==> src/rtl/maze_draw_pkg.sv <==
// Shared types and constants for the maze renderer.
// Holds FSM encoding, screen limits and the palette.
package maze_draw_pkg;

  typedef enum logic [1:0] {
    S_IDLE,
    S_PLOT,
    S_DONE,
    S_WAIT_RELEASE
  } state_e;

  typedef enum logic {
    OP_DRAW,
    OP_ERASE
  } op_e;

  localparam int SCREEN_W = 160;
  localparam int SCREEN_H = 120;
  localparam int GRID_W   = 5;

  localparam logic [2:0] COL_BOX  = 3'b100;
  localparam logic [2:0] COL_PATH = 3'b111;
  localparam logic [2:0] COL_WALL = 3'b000;

endpackage

==> src/rtl/cell_draw_engine_if.sv <==
// Draw/erase handshake from game logic plus the VGA plot port.
// The master is the position controller; the slave is the engine.
interface cell_draw_engine_if;
  import maze_draw_pkg::*;

  logic              drawBox;
  logic              eraseBox;
  logic [GRID_W-1:0] newX;
  logic [GRID_W-1:0] newY;
  logic [GRID_W-1:0] prevX;
  logic [GRID_W-1:0] prevY;
  logic [7:0]        vga_x;
  logic [6:0]        vga_y;
  logic [2:0]        vga_colour;
  logic              vga_plot;
  logic              doneDraw;
  logic              doneErase;
  logic              busy;

  modport master (
    output drawBox, eraseBox,
    output newX, newY, prevX, prevY,
    input  vga_x, vga_y, vga_colour, vga_plot,
    input  doneDraw, doneErase, busy
  );

  modport slave (
    input  drawBox, eraseBox,
    input  newX, newY, prevX, prevY,
    output vga_x, vga_y, vga_colour, vga_plot,
    output doneDraw, doneErase, busy
  );

endinterface

==> src/rtl/cell_pixel_scanner.sv <==
// Walks px/py across one cell and forms the screen address.
// start_i forces pixel (0,0) so the first plot needs no setup cycle.
module cell_pixel_scanner
  import maze_draw_pkg::*;
#(
  parameter int CELL_SIZE = 4,
  parameter int X_OFFSET  = 8,
  parameter int Y_OFFSET  = 4
) (
  input  logic              clk_i,
  input  logic              rst_i,
  input  logic              start_i,
  input  logic              adv_i,
  input  logic [GRID_W-1:0] cx_i,
  input  logic [GRID_W-1:0] cy_i,
  output logic [7:0]        x_o,
  output logic [6:0]        y_o,
  output logic              in_bounds_o,
  output logic              last_o
);

  localparam int CW = $clog2(CELL_SIZE);
  localparam logic [CW-1:0] PMAX = CW'(CELL_SIZE - 1);

  logic [CW-1:0] px_q, px_d, px_c;
  logic [CW-1:0] py_q, py_d, py_c;
  logic [8:0]    x9, y9;

  always_comb begin
    px_c = start_i ? '0 : px_q;
    py_c = start_i ? '0 : py_q;
    x9 = 9'(X_OFFSET) + (9'(cx_i) << CW) + 9'(px_c);
    y9 = 9'(Y_OFFSET) + (9'(cy_i) << CW) + 9'(py_c);
    in_bounds_o = (x9 < 9'(SCREEN_W)) && (y9 < 9'(SCREEN_H));
    last_o = (px_c == PMAX) && (py_c == PMAX);
    x_o = x9[7:0];
    y_o = y9[6:0];
    px_d = px_q;
    py_d = py_q;
    if (start_i || adv_i) begin
      if (px_c == PMAX) begin
        px_d = '0;
        py_d = py_c + 1'b1;
      end else begin
        px_d = px_c + 1'b1;
        py_d = py_c;
      end
    end
  end

  always_ff @(posedge clk_i) begin
    if (rst_i) begin
      px_q <= '0;
      py_q <= '0;
    end else begin
      px_q <= px_d;
      py_q <= py_d;
    end
  end

endmodule

==> src/rtl/cell_draw_engine.sv <==
// Rasterises one maze cell per draw/erase request onto the VGA port.
// Erase wins arbitration; WAIT_RELEASE stops a held level retriggering.
module cell_draw_engine
  import maze_draw_pkg::*;
#(
  parameter int         CELL_SIZE   = 4,
  parameter int         X_OFFSET    = 8,
  parameter int         Y_OFFSET    = 4,
  parameter logic [2:0] BOX_COLOUR  = COL_BOX,
  parameter logic [2:0] PATH_COLOUR = COL_PATH
) (
  input logic               clock,
  input logic               reset,
  cell_draw_engine_if.slave eng
);

  state_e            state_q;
  op_e               op_q;
  logic [GRID_W-1:0] cx_q, cy_q;
  logic [7:0]        x_q;
  logic [6:0]        y_q;
  logic [2:0]        col_q;
  logic              plot_q, dd_q, de_q;

  logic              idle, req, start, served;
  op_e               sel_op;
  logic [2:0]        sel_col;
  logic [GRID_W-1:0] sel_x, sel_y, scan_x, scan_y;
  logic [7:0]        sx;
  logic [6:0]        sy;
  logic              inb, last;

  always_comb begin
    idle    = (state_q == S_IDLE);
    req     = eng.eraseBox | eng.drawBox;
    sel_op  = eng.eraseBox ? OP_ERASE : OP_DRAW;
    sel_col = eng.eraseBox ? PATH_COLOUR : BOX_COLOUR;
    sel_x   = eng.eraseBox ? eng.prevX : eng.newX;
    sel_y   = eng.eraseBox ? eng.prevY : eng.newY;
    scan_x  = idle ? sel_x : cx_q;
    scan_y  = idle ? sel_y : cy_q;
    start   = idle && req;
    served  = (op_q == OP_ERASE) ? eng.eraseBox : eng.drawBox;
  end

  cell_pixel_scanner #(
    .CELL_SIZE (CELL_SIZE),
    .X_OFFSET  (X_OFFSET),
    .Y_OFFSET  (Y_OFFSET)
  ) u_scan (
    .clk_i       (clock),
    .rst_i       (reset),
    .start_i     (start),
    .adv_i       (state_q == S_PLOT),
    .cx_i        (scan_x),
    .cy_i        (scan_y),
    .x_o         (sx),
    .y_o         (sy),
    .in_bounds_o (inb),
    .last_o      (last)
  );

  always_ff @(posedge clock) begin
    if (reset) begin
      state_q <= S_IDLE;
      op_q    <= OP_DRAW;
      cx_q    <= '0;
      cy_q    <= '0;
      x_q     <= '0;
      y_q     <= '0;
      col_q   <= '0;
      plot_q  <= 1'b0;
      dd_q    <= 1'b0;
      de_q    <= 1'b0;
    end else begin
      dd_q <= 1'b0;
      de_q <= 1'b0;
      unique case (state_q)
        S_IDLE: begin
          if (req) begin
            state_q <= S_PLOT;
            op_q    <= sel_op;
            cx_q    <= sel_x;
            cy_q    <= sel_y;
            col_q   <= sel_col;
            x_q     <= sx;
            y_q     <= sy;
            plot_q  <= inb;
          end
        end
        S_PLOT: begin
          x_q    <= sx;
          y_q    <= sy;
          plot_q <= inb;
          if (last) state_q <= S_DONE;
        end
        // Last pixel is on the bus during DONE; strobe follows it.
        S_DONE: begin
          plot_q  <= 1'b0;
          de_q    <= (op_q == OP_ERASE);
          dd_q    <= (op_q == OP_DRAW);
          state_q <= S_WAIT_RELEASE;
        end
        S_WAIT_RELEASE: begin
          if (!served) state_q <= S_IDLE;
        end
        default: state_q <= S_IDLE;
      endcase
    end
  end

  assign eng.vga_x      = x_q;
  assign eng.vga_y      = y_q;
  assign eng.vga_colour = col_q;
  assign eng.vga_plot   = plot_q;
  assign eng.doneDraw   = dd_q;
  assign eng.doneErase  = de_q;
  assign eng.busy       = (state_q != S_IDLE);

endmodule

==> src/flat_wrapper.sv <==
// flat-port wrapper written by rule: the top's interface ports become plain ports
module cell_draw_engine_flat import maze_draw_pkg::*;
#(
  parameter int         CELL_SIZE   = 4,
  parameter int         X_OFFSET    = 8,
  parameter int         Y_OFFSET    = 4,
  parameter logic [2:0] BOX_COLOUR  = COL_BOX,
  parameter logic [2:0] PATH_COLOUR = COL_PATH
)
  (clock, reset, eng_drawBox, eng_eraseBox, eng_newX, eng_newY, eng_prevX, eng_prevY, eng_vga_x, eng_vga_y, eng_vga_colour, eng_vga_plot, eng_doneDraw, eng_doneErase, eng_busy);
  cell_draw_engine_if eng_i ();
  input logic clock;
  input logic reset;
  input wire logic [$bits(eng_i.drawBox)-1:0] eng_drawBox;
  input wire logic [$bits(eng_i.eraseBox)-1:0] eng_eraseBox;
  input wire logic [$bits(eng_i.newX)-1:0] eng_newX;
  input wire logic [$bits(eng_i.newY)-1:0] eng_newY;
  input wire logic [$bits(eng_i.prevX)-1:0] eng_prevX;
  input wire logic [$bits(eng_i.prevY)-1:0] eng_prevY;
  output wire logic [$bits(eng_i.vga_x)-1:0] eng_vga_x;
  output wire logic [$bits(eng_i.vga_y)-1:0] eng_vga_y;
  output wire logic [$bits(eng_i.vga_colour)-1:0] eng_vga_colour;
  output wire logic [$bits(eng_i.vga_plot)-1:0] eng_vga_plot;
  output wire logic [$bits(eng_i.doneDraw)-1:0] eng_doneDraw;
  output wire logic [$bits(eng_i.doneErase)-1:0] eng_doneErase;
  output wire logic [$bits(eng_i.busy)-1:0] eng_busy;
  assign eng_i.drawBox = eng_drawBox;
  assign eng_i.eraseBox = eng_eraseBox;
  assign eng_i.newX = eng_newX;
  assign eng_i.newY = eng_newY;
  assign eng_i.prevX = eng_prevX;
  assign eng_i.prevY = eng_prevY;
  assign eng_vga_x = eng_i.vga_x;
  assign eng_vga_y = eng_i.vga_y;
  assign eng_vga_colour = eng_i.vga_colour;
  assign eng_vga_plot = eng_i.vga_plot;
  assign eng_doneDraw = eng_i.doneDraw;
  assign eng_doneErase = eng_i.doneErase;
  assign eng_busy = eng_i.busy;
  cell_draw_engine #(.CELL_SIZE(CELL_SIZE), .X_OFFSET(X_OFFSET), .Y_OFFSET(Y_OFFSET), .BOX_COLOUR(BOX_COLOUR), .PATH_COLOUR(PATH_COLOUR)) u_core (.clock(clock), .reset(reset), .eng(eng_i));
endmodule
==> config.mk <==
export PLATFORM = sky130hd
export DESIGN_NAME = cell_draw_engine_flat
export DESIGN_NICKNAME = d
export VERILOG_FILES = /design/src/rtl/maze_draw_pkg.sv /design/src/rtl/cell_draw_engine_if.sv /design/src/rtl/cell_pixel_scanner.sv /design/src/rtl/cell_draw_engine.sv /design/src/flat_wrapper.sv
export SDC_FILE = /design/constraint.sdc
export NUM_CORES = 1
export LEC_CHECK = 0
export ABC_AREA = 1
export CAP_MARGIN = 10
export CELL_PAD_IN_SITES_DETAIL_PLACEMENT = 1
export CELL_PAD_IN_SITES_GLOBAL_PLACEMENT = 1
export CORE_AREA = 2 2 72 74
export CTS_BUF_LIST = sky130_fd_sc_hd__clkbuf_8
export CTS_CLUSTER_SIZE = 12
export DETAILED_ROUTE_END_ITERATION = 8
export DIE_AREA = 0 0 74 76
export PLACE_DENSITY = 0.95
export SYNTH_ARGS = -nofsm -noshare
export SYNTH_HDL_FRONTEND = slang
export SYNTH_SLANG_ARGS = --single-unit
==> constraint.sdc <==
create_clock -name clock -period 5.35 [get_ports clock]
set_input_delay 1.07 -clock clock [delete_from_list [all_inputs] [get_ports clock]]
set_output_delay 1.07 -clock clock [all_outputs]
set_load 0.1 [all_outputs]
==> results of run 1 <==
## worst max-delay path, delay by kind of cell, from the launching register on
family                     cells  cell delay [ns]
adders and majority gates      1             0.47
buffers and inverters          3             1.50
DFF                            1             0.37
## layout make-up
type / count / share of cell area [%]
sequential: 36 / 30.30
clock buffer: 6 / 3.472
tap: 70 / 3.682
clock inverter: 2 / 0.4208
timing repair buffer: 45 / 18.94
inverter: 25 / 4.051
multi-input combinational: 178 / 39.14
## layout by cell type (no fill, tap or decap), types with 2 or more instances in the layout
cell type,synthesis,layout
a211oi_1,3,3
a21oi_1,18,18
a311oi_1,5,5
clkbuf_8,0,6
clkdlybuf4s50_1,0,45
clkinv_2,0,2
dfxtp_1,36,36
ha_1,9,9
inv_1,20,20
inv_2,4,4
nand2_1,50,50
nand3_1,13,13
nor2_1,34,34
nor3_1,2,2
o21ai_0,21,21
o21ai_1,4,4
o21ai_2,2,2
or2_2,6,6
## cells by family after synthesis
logic type	count (synthesis)	synth area share (%)
compound gates	57	18.25
simple gates	110	25.17
buf+inv	38	10.45
xor+xnor	2	0.9500
fa+ha+maj	9	6.106
flops	36	39.08
## sequential cells by signal, summed over array words and instances (netlist names)
name and cells:
u_core.state_q 2, u_core.u_scan.py_q 2, u_core.eng.doneErase 1, u_core.cy_q 5
u_core.eng.vga_plot 1, u_core.eng.vga_x 8, u_core.eng.doneDraw 1, u_core.eng.vga_colour 2
u_core.eng.vga_y 7, u_core.cx_q 5, u_core.u_scan.px_q 2
## worst paths after layout
check	startpoint	to	slack (ns)
worst max-delay path	u_core.state_q[0]	eng_busy	1.64
worst min-delay path	u_core.cx_q[4]	u_core.cx_q[4]	0.46
worst max register to register	u_core.state_q[0]	u_core.state_q[0]	2.31
worst min register to register	u_core.cx_q[4]	u_core.cx_q[4]	0.46
## stage by stage
stage	cell area, µm²	hold WS, ns
after global placement	2286	0.4432
after detailed placement	2286	0.4482
final	2379	0.4565
after floorplan	1844	0.4294
after CTS	2379	0.4592
after global routing	2379	0.4830
## routing by layer
layer  wire length, µm  track usage, %  up-vias
met1              2164           21.65      820
met4               149           8.727        0
met2              2758           35.71       42
met5                 0               0        -
met3               232           5.952       15
li1                  -               -      903
==> qor.yml, run 1 <==
cts_max_path_buffers: 2
core_um2: 4912
maxCapViolCount: 0
cts_tree: "yes"
wl_per_cell_um: 14.65
cts_buffers: 5
antenna_cells: 0
worst_pin_slew_ns: 0.9841
crit_chain: "inv_1, ha_1, inv_4, clkdlybuf4s50_1"
cp.arrival_ns: 2.64
remaining_drc_errors: 0
status: "complete, no violations"
grt_pass1_wl_um: 8873
initial_core_util_pct: 37.54
vias: 1780
dieArea_um2: 5624
cp_slowest_cell: "clkdlybuf4s50_1"
dp_cells: 354
avgSynthCellArea_um2: 7.319
postRouteAntennaNets: 0
regArea_um2: 720.7
viasPerCell: 4.917
synth_warnings: 0
clock_sinks: 36
crit_path_end_kind: "primary output"
synth-seq-cells: 36
synth_edf_count: 0
reg2reg_depth: 13
fp-row-count: 26
utilization_pct: 48.42
grt_usage_pct: 20.21
nFillCells: 620
ctsResizeCount: 0
hold_violations: 0
synth_ff_type: "dfxtp_1"
yosysUniqueCellTypes: 32
synth_cells: 252
async_reset_ff_share_pct: 0
multi_input_area_um2: 930.9
finClkSkew_ns: 0.002631
dieHeight_um: 76
pre_cts_slack_ns: 1.589
fmax_mhz: 269.3
hold_buffers: 0
finalSetupViolCount: 0
relSlewSlack_pct: 34.19
start_kind: "flop"
fin_crit_sh_pct: 69.40
rsz0062_at_grt: "no"
drt_pass1_iterations: 5
die_w_um: 74
cts_max_level: 2
hold_path.class: "reg -> reg"
report.final.slew_viol_count: 0
cpPeakStageDelay_ns: 1.17
synthTopCellsByArea: "dfxtp_1, nand2_1, nor2_1"
clock_latency_ns: 0.29
io_buffers: 45
worst-path-max-fanout: 18
pin_count: 46
critPathKind: "reg -> out"
grt_pass1_vias: 1951
synth_most_common_cell: "nand2_1"
fin_cells: 362
clkSlewWorstSetupHoldPaths_ns: 0.07
layout-drive-gt1-share_pct: 8.219
nNetsFinal: 324
synth_top_area_share_pct: 39.08
cts_setup_buffers: 0
seq_area_frac_synth_pct: 39.08
synthToLayoutAreaGrowth_pct: 28.97
drt_wl_total_um: 5305
synthesis.area_um2: 1844
synth.largest_area_cell: "dfxtp_1"
cp_data_required_time_ns: 4.28
place_hpwl_um: 3814
synth.net_count: 285
period_minus_slack_ns: 3.713
dr.first_iter.drc_count: 71
fin_ws_ns: 1.637
root_buffer: "clkbuf_8"
hold_depth: 2
gp_congestion: 0.8112
setup-tns-final_ns: 0
grt.overflow.total: 0
synth_commonest_cells: "nand2_1, dfxtp_1, nor2_1, o21ai_0, inv_1"
antenna_found_initial: 0
grt_max_degree: 26
Power of run 1 is left out: the tool's default activity adds up to more than one toggle a clock period on the data nets, which glitch-free logic cannot reach.
==> run 2, diff against run 1 <==
CORE_AREA = 2 2 79 81   (was 2 2 72 74)
DIE_AREA = 0 0 81 83   (was 0 0 74 76)
PLACE_DENSITY = 0.86   (was 0.95)
clock period = 3.1 ns   (was 5.35 ns; I/O delays follow)
==> run 2 against run 1 <==
  * Sequential share of layout area hardly changed
  * Global-route usage decreased by 3.4 points
  * Cell count increased by 3.0%
  * Wire length shrank 2.2%
  * Register-to-register slack worse by 1.5 ns
  * Hold slack better by 0.011 ns
  * Highest routed layer unchanged
  * First-iteration DRC count fell by 11%
==> qor.yml, run 2 (synthesis gave the netlist of run 1 again) <==
cp_slowest_cell: "clkdlybuf4s50_1"
vias: 1764
hold_path.class: "reg -> reg"
maxCapViolCount: 0
nFillCells: 785
finClkSkew_ns: 0.006442
grt_usage_pct: 16.83
viasPerCell: 4.729
crit_top_cell: "nand2_1"
cp.arrival_ns: 2.52
cpLargestDelayFamily: "buffers and inverters"
drt_pass1_iterations: 4
regArea_um2: 720.7
clkSlewWorstSetupHoldPaths_ns: 0.08
root_buffer: "clkbuf_8"
dr.first_iter.drc_count: 63
gp_congestion: 0.8518
relSlewSlack_pct: 64.95
cts_max_level: 2
grt_pass1_vias: 1850
cts_tree: "yes"
crit_path_end_kind: "flop"
crit_chain: "clkdlybuf4s50_1, inv_2, a21oi_4, inv_2, nand2_1, inv_1, ha_1, nand2_1, nand2_1, nand3_1, o21ai_0, a21oi_1"
status: "complete, no violations"
final_cell_mix: "nand2_1, dfxtp_1, nor2_1, buf_4, clkdlybuf4s50_1"
layout-drive-gt1-share_pct: 17.45
multi_input_area_um2: 930.9
worst_pin_slew_ns: 0.5252
io_buffers: 45
hold_buffers: 0
cts_setup_buffers: 0
finalSetupViolCount: 0
ctsResizeCount: 0
period_minus_slack_ns: 2.329
whs_ns: 0.4679
die_w_um: 81
place_hpwl_um: 3869
wl_per_cell_um: 13.91
antenna_found_initial: 0
hold_violations: 0
core_um2: 5816
nNetsFinal: 330
grt.overflow.total: 0
start_kind: "input port"
remaining_drc_errors: 0
fmax_mhz: 429.5
dieArea_um2: 6723
fin_crit_sh_pct: 75.11
initial_core_util_pct: 31.71
cp_data_required_time_ns: 3.29
cts_buffers: 5
final_common_cell: "nand2_1"
cpPeakStageDelay_ns: 0.46
largest_reg_flops: 8
setup-tns-final_ns: 0
grt_max_degree: 20
clock_latency_ns: 0.30
synthToLayoutAreaGrowth_pct: 28.77
pin_count: 46
report.final.slew_viol_count: 0
pre_cts_slack_ns: 0.4425
grt_pass1_wl_um: 8797
antenna_cells: 0
dieHeight_um: 83
worst-path-max-fanout: 12
dpl_cell_area_um2: 2282
rsz0062_at_grt: "no"
critical_path_buf_inv_count: 4
fin_ws_ns: 0.7715
clock_sinks: 36
cts_max_path_buffers: 2
postRouteAntennaNets: 0
fp-row-count: 28
drt_wl_total_um: 5190
fin_area_um2: 2375
critPathKind: "in -> reg"
==> run 2: cell count changes in the layout (fill, tap and decap cells not counted), sizes merged <==
cell           before  now
buf                 0   28
clkdlybuf4s50      45   23
==> run 2: final cells by class <==
class	instances	share of cell area [%]
Tap cell	75	3.952
Clock inverter	2	0.4215
Sequential cell	36	30.35
Inverter	25	4.057
Timing Repair Buffer	51	18.55
Clock buffer	6	3.477
Multi-Input combinational cell	178	39.20
==> run 2: worst paths after layout <==
kind                                        start                  end  slack (ns)  cells past startpoint
worst max-delay path                 eng_eraseBox    u_core.state_q[1]        0.77                     12
worst min-delay path               u_core.cx_q[4]       u_core.cx_q[4]        0.47                      2
worst max register to register  u_core.state_q[0]  u_core.eng.vga_plot        0.84                     13
worst min register to register     u_core.cx_q[4]       u_core.cx_q[4]        0.47                      2
==> run 2: layer usage <==
layer / GRT usage (%) / share of wire (%) / vias up
li1: - / - / 910
met1: 18.68 / 42 / 825
met2: 30.80 / 53 / 23
met3: 3.804 / 3.4 / 6
met4: 5.547 / 1.4 / 0
met5: 0 / 0 / -
==> run 2: tightest hold or removal path, cell delays in order, from the launching register on <==
cell     delay (ns)
dfxtp_1        0.30
inv_1          0.06
a21oi_1        0.06
==> run 2: per-stage QoR <==
stage,util (%),cells
2_1_floorplan,-,252
3_5_place_dp,39.24,365
6_report,40.83,373
3_3_place_gp,39.24,365
4_1_cts,40.83,373
5_1_grt,40.83,373
Power of run 2 is left out for the same reason.
==> run 3, diff against run 2 <==
clock period = 2.1 ns   (was 3.1 ns; I/O delays follow)
==> run 3 against run 2 <==
  * Cell area up 11%
  * Via count up 8.7%
  * Sequential share of layout area down 2.9 points
  * Hold slack worse by 0.0041 ns
  * Critical path depth up 1
  * First-iteration DRC count up 41%
  * Setup slack worse by 0.65 ns
  * Global-route usage up 0.71 points
  * Core utilization up 4.4 points
  * Cell count up 6.4%
  * Sequential cell count unchanged
  * Wire length up 11%
  * Critical path type is now reg -> reg
  * Highest routed layer unchanged
==> qor.yml, run 3 (synthesis gave the netlist of run 1 again) <==
wl_per_cell_um: 14.49
clock_latency_ns: 0.29
hold_path.class: "reg -> reg"
grt_pass1_vias: 2026
worst_pin_slew_ns: 0.4753
crit_chain: "inv_1, ha_4, buf_4, nand2_1, o21ai_2, ha_2, nand3_1, nor2_2, nand2_1, nand2_1, nor2_2, nand2_1, a21oi_1"
relSlewSlack_pct: 68.28
cts_tree: "yes"
grt_pass1_wl_um: 9273
cp_data_required_time_ns: 2.28
core_um2: 5816
cts_max_level: 2
crit_top_cell: "nand2_1"
period_minus_slack_ns: 1.977
hold_violations: 0
antenna_cells: 0
pin_count: 46
drt_pass1_iterations: 4
vias: 1918
cpPeakStageDelay_ns: 0.34
viasPerCell: 4.831
cts_max_path_buffers: 2
cts_buffers: 5
cp.arrival_ns: 2.16
largest_reg_flops: 8
worst-path-max-fanout: 10
io_buffers: 45
grt_max_degree: 25
fp-row-count: 28
nNetsFinal: 354
hold_depth: 2
rr_startpoint: "u_core.state_q[0]"
postRouteAntennaNets: 0
fmax_mhz: 505.8
initial_core_util_pct: 31.71
critPathKind: "reg -> reg"
finClkSkew_ns: 0.007302
cp_slowest_cell: "dfxtp_2"
drt_wl_total_um: 5754
r2r-end: "u_core.eng.vga_plot"
final_cell_mix: "nand2_1, buf_4, dfxtp_1, nor2_1, clkdlybuf4s50_1"
grt_usage_pct: 17.55
die_w_um: 81
crit_path_end_kind: "flop"
reg2reg_depth: 13
start_kind: "flop"
dpl_cell_area_um2: 2482
clock_sinks: 36
layout-drive-gt1-share_pct: 25.78
root_buffer: "clkbuf_8"
dieArea_um2: 6723
remaining_drc_errors: 0
place_hpwl_um: 4275
worstHoldEndpoint: "u_core.cx_q[4]"
grt.overflow.total: 0
maxCapViolCount: 0
fin_crit_sh_pct: 94.15
fin_area_um2: 2631
finalSetupViolCount: 0
r2r_slack_ns: 0.12
gp_congestion: 0.8283
dr.first_iter.drc_count: 89
antenna_found_initial: 0
worstHoldStart: "u_core.cx_q[4]"
dieHeight_um: 83
synthToLayoutAreaGrowth_pct: 42.67
utilization_pct: 45.25
report.final.slew_viol_count: 0
status: "complete, no violations"
clkSlewWorstSetupHoldPaths_ns: 0.07
==> run 3: changes by cell type in the layout (fill, tap and decap cells not counted), sizes merged <==
cell,change
buf,+24
clkbuf,-1
inv,+1
clkdlybuf4s50,-1
clkinv,-1
dlymetal6s2s,+1
bufinv,+1
==> run 3: how the worst max path moves through the flow <==
stage,depth (start not counted),end,start
6_report,13,u_core.eng.vga_plot,u_core.state_q[0]
5_1_grt,13,u_core.eng.vga_plot,u_core.state_q[0]
4_1_cts,15,u_core.eng.vga_plot,eng_eraseBox
3_5_place_dp,15,u_core.eng.vga_plot,eng_eraseBox
3_3_place_gp,12,u_core.eng.vga_plot,eng_eraseBox
2_1_floorplan,15,u_core.state_q[0],u_core.state_q[0]
==> run 3: final cells by class <==
type	instances	area, µm²
timing repair buffer	75	648.1
multi-input combinational	178	959.7
tap	75	93.84
inverter	25	98.84
clock buffer	5	68.82
sequential	36	723.2
clock inverter	3	38.79
fill	758	3184
==> run 3: what timing repair did <==
item | CTS | global route
hold buffers | 0 | 0
pin swaps | 0 | 1
buffers inserted | 0 | 1
gates resized for setup | 2 | 8
endpoints found under the setup margin | 5 | 6
==> run 3: stage by stage <==
stage                     hold slack, ns  instances    TNS [ns]  setup WS (ns)
after floorplan                   0.4294        252           0        0.04318
after global placement            0.4411        388     -0.3381        -0.1084
after detailed placement          0.4489        388      -1.130        -0.2328
after CTS                         0.4595        396           0        0.02503
after global routing              0.5002        397  -0.0004758     -0.0004758
final                             0.4638        397           0         0.1229
==> run 3: critical path: cells and delay by family (launching register included) <==
| family | cells | cell delay, ns |
|---|---|---|
| flip-flops | 1 | 0.34 |
| AO/OA/AOI/OAI | 2 | 0.13 |
| AND/OR/NAND/NOR | 7 | 0.61 |
| adder cells (fa/ha/maj) | 2 | 0.45 |
| buffers and inverters | 2 | 0.34 |
==> run 3: layer usage <==
metal | up-vias | track usage [%] | wire length (µm)
met5 | - | 0 | 0
met4 | 0 | 5.085 | 130
met3 | 12 | 3.478 | 158
met2 | 27 | 33.43 | 3152
met1 | 922 | 18.89 | 2312
li1 | 957 | - | -
Power of run 3 is left out for the same reason.
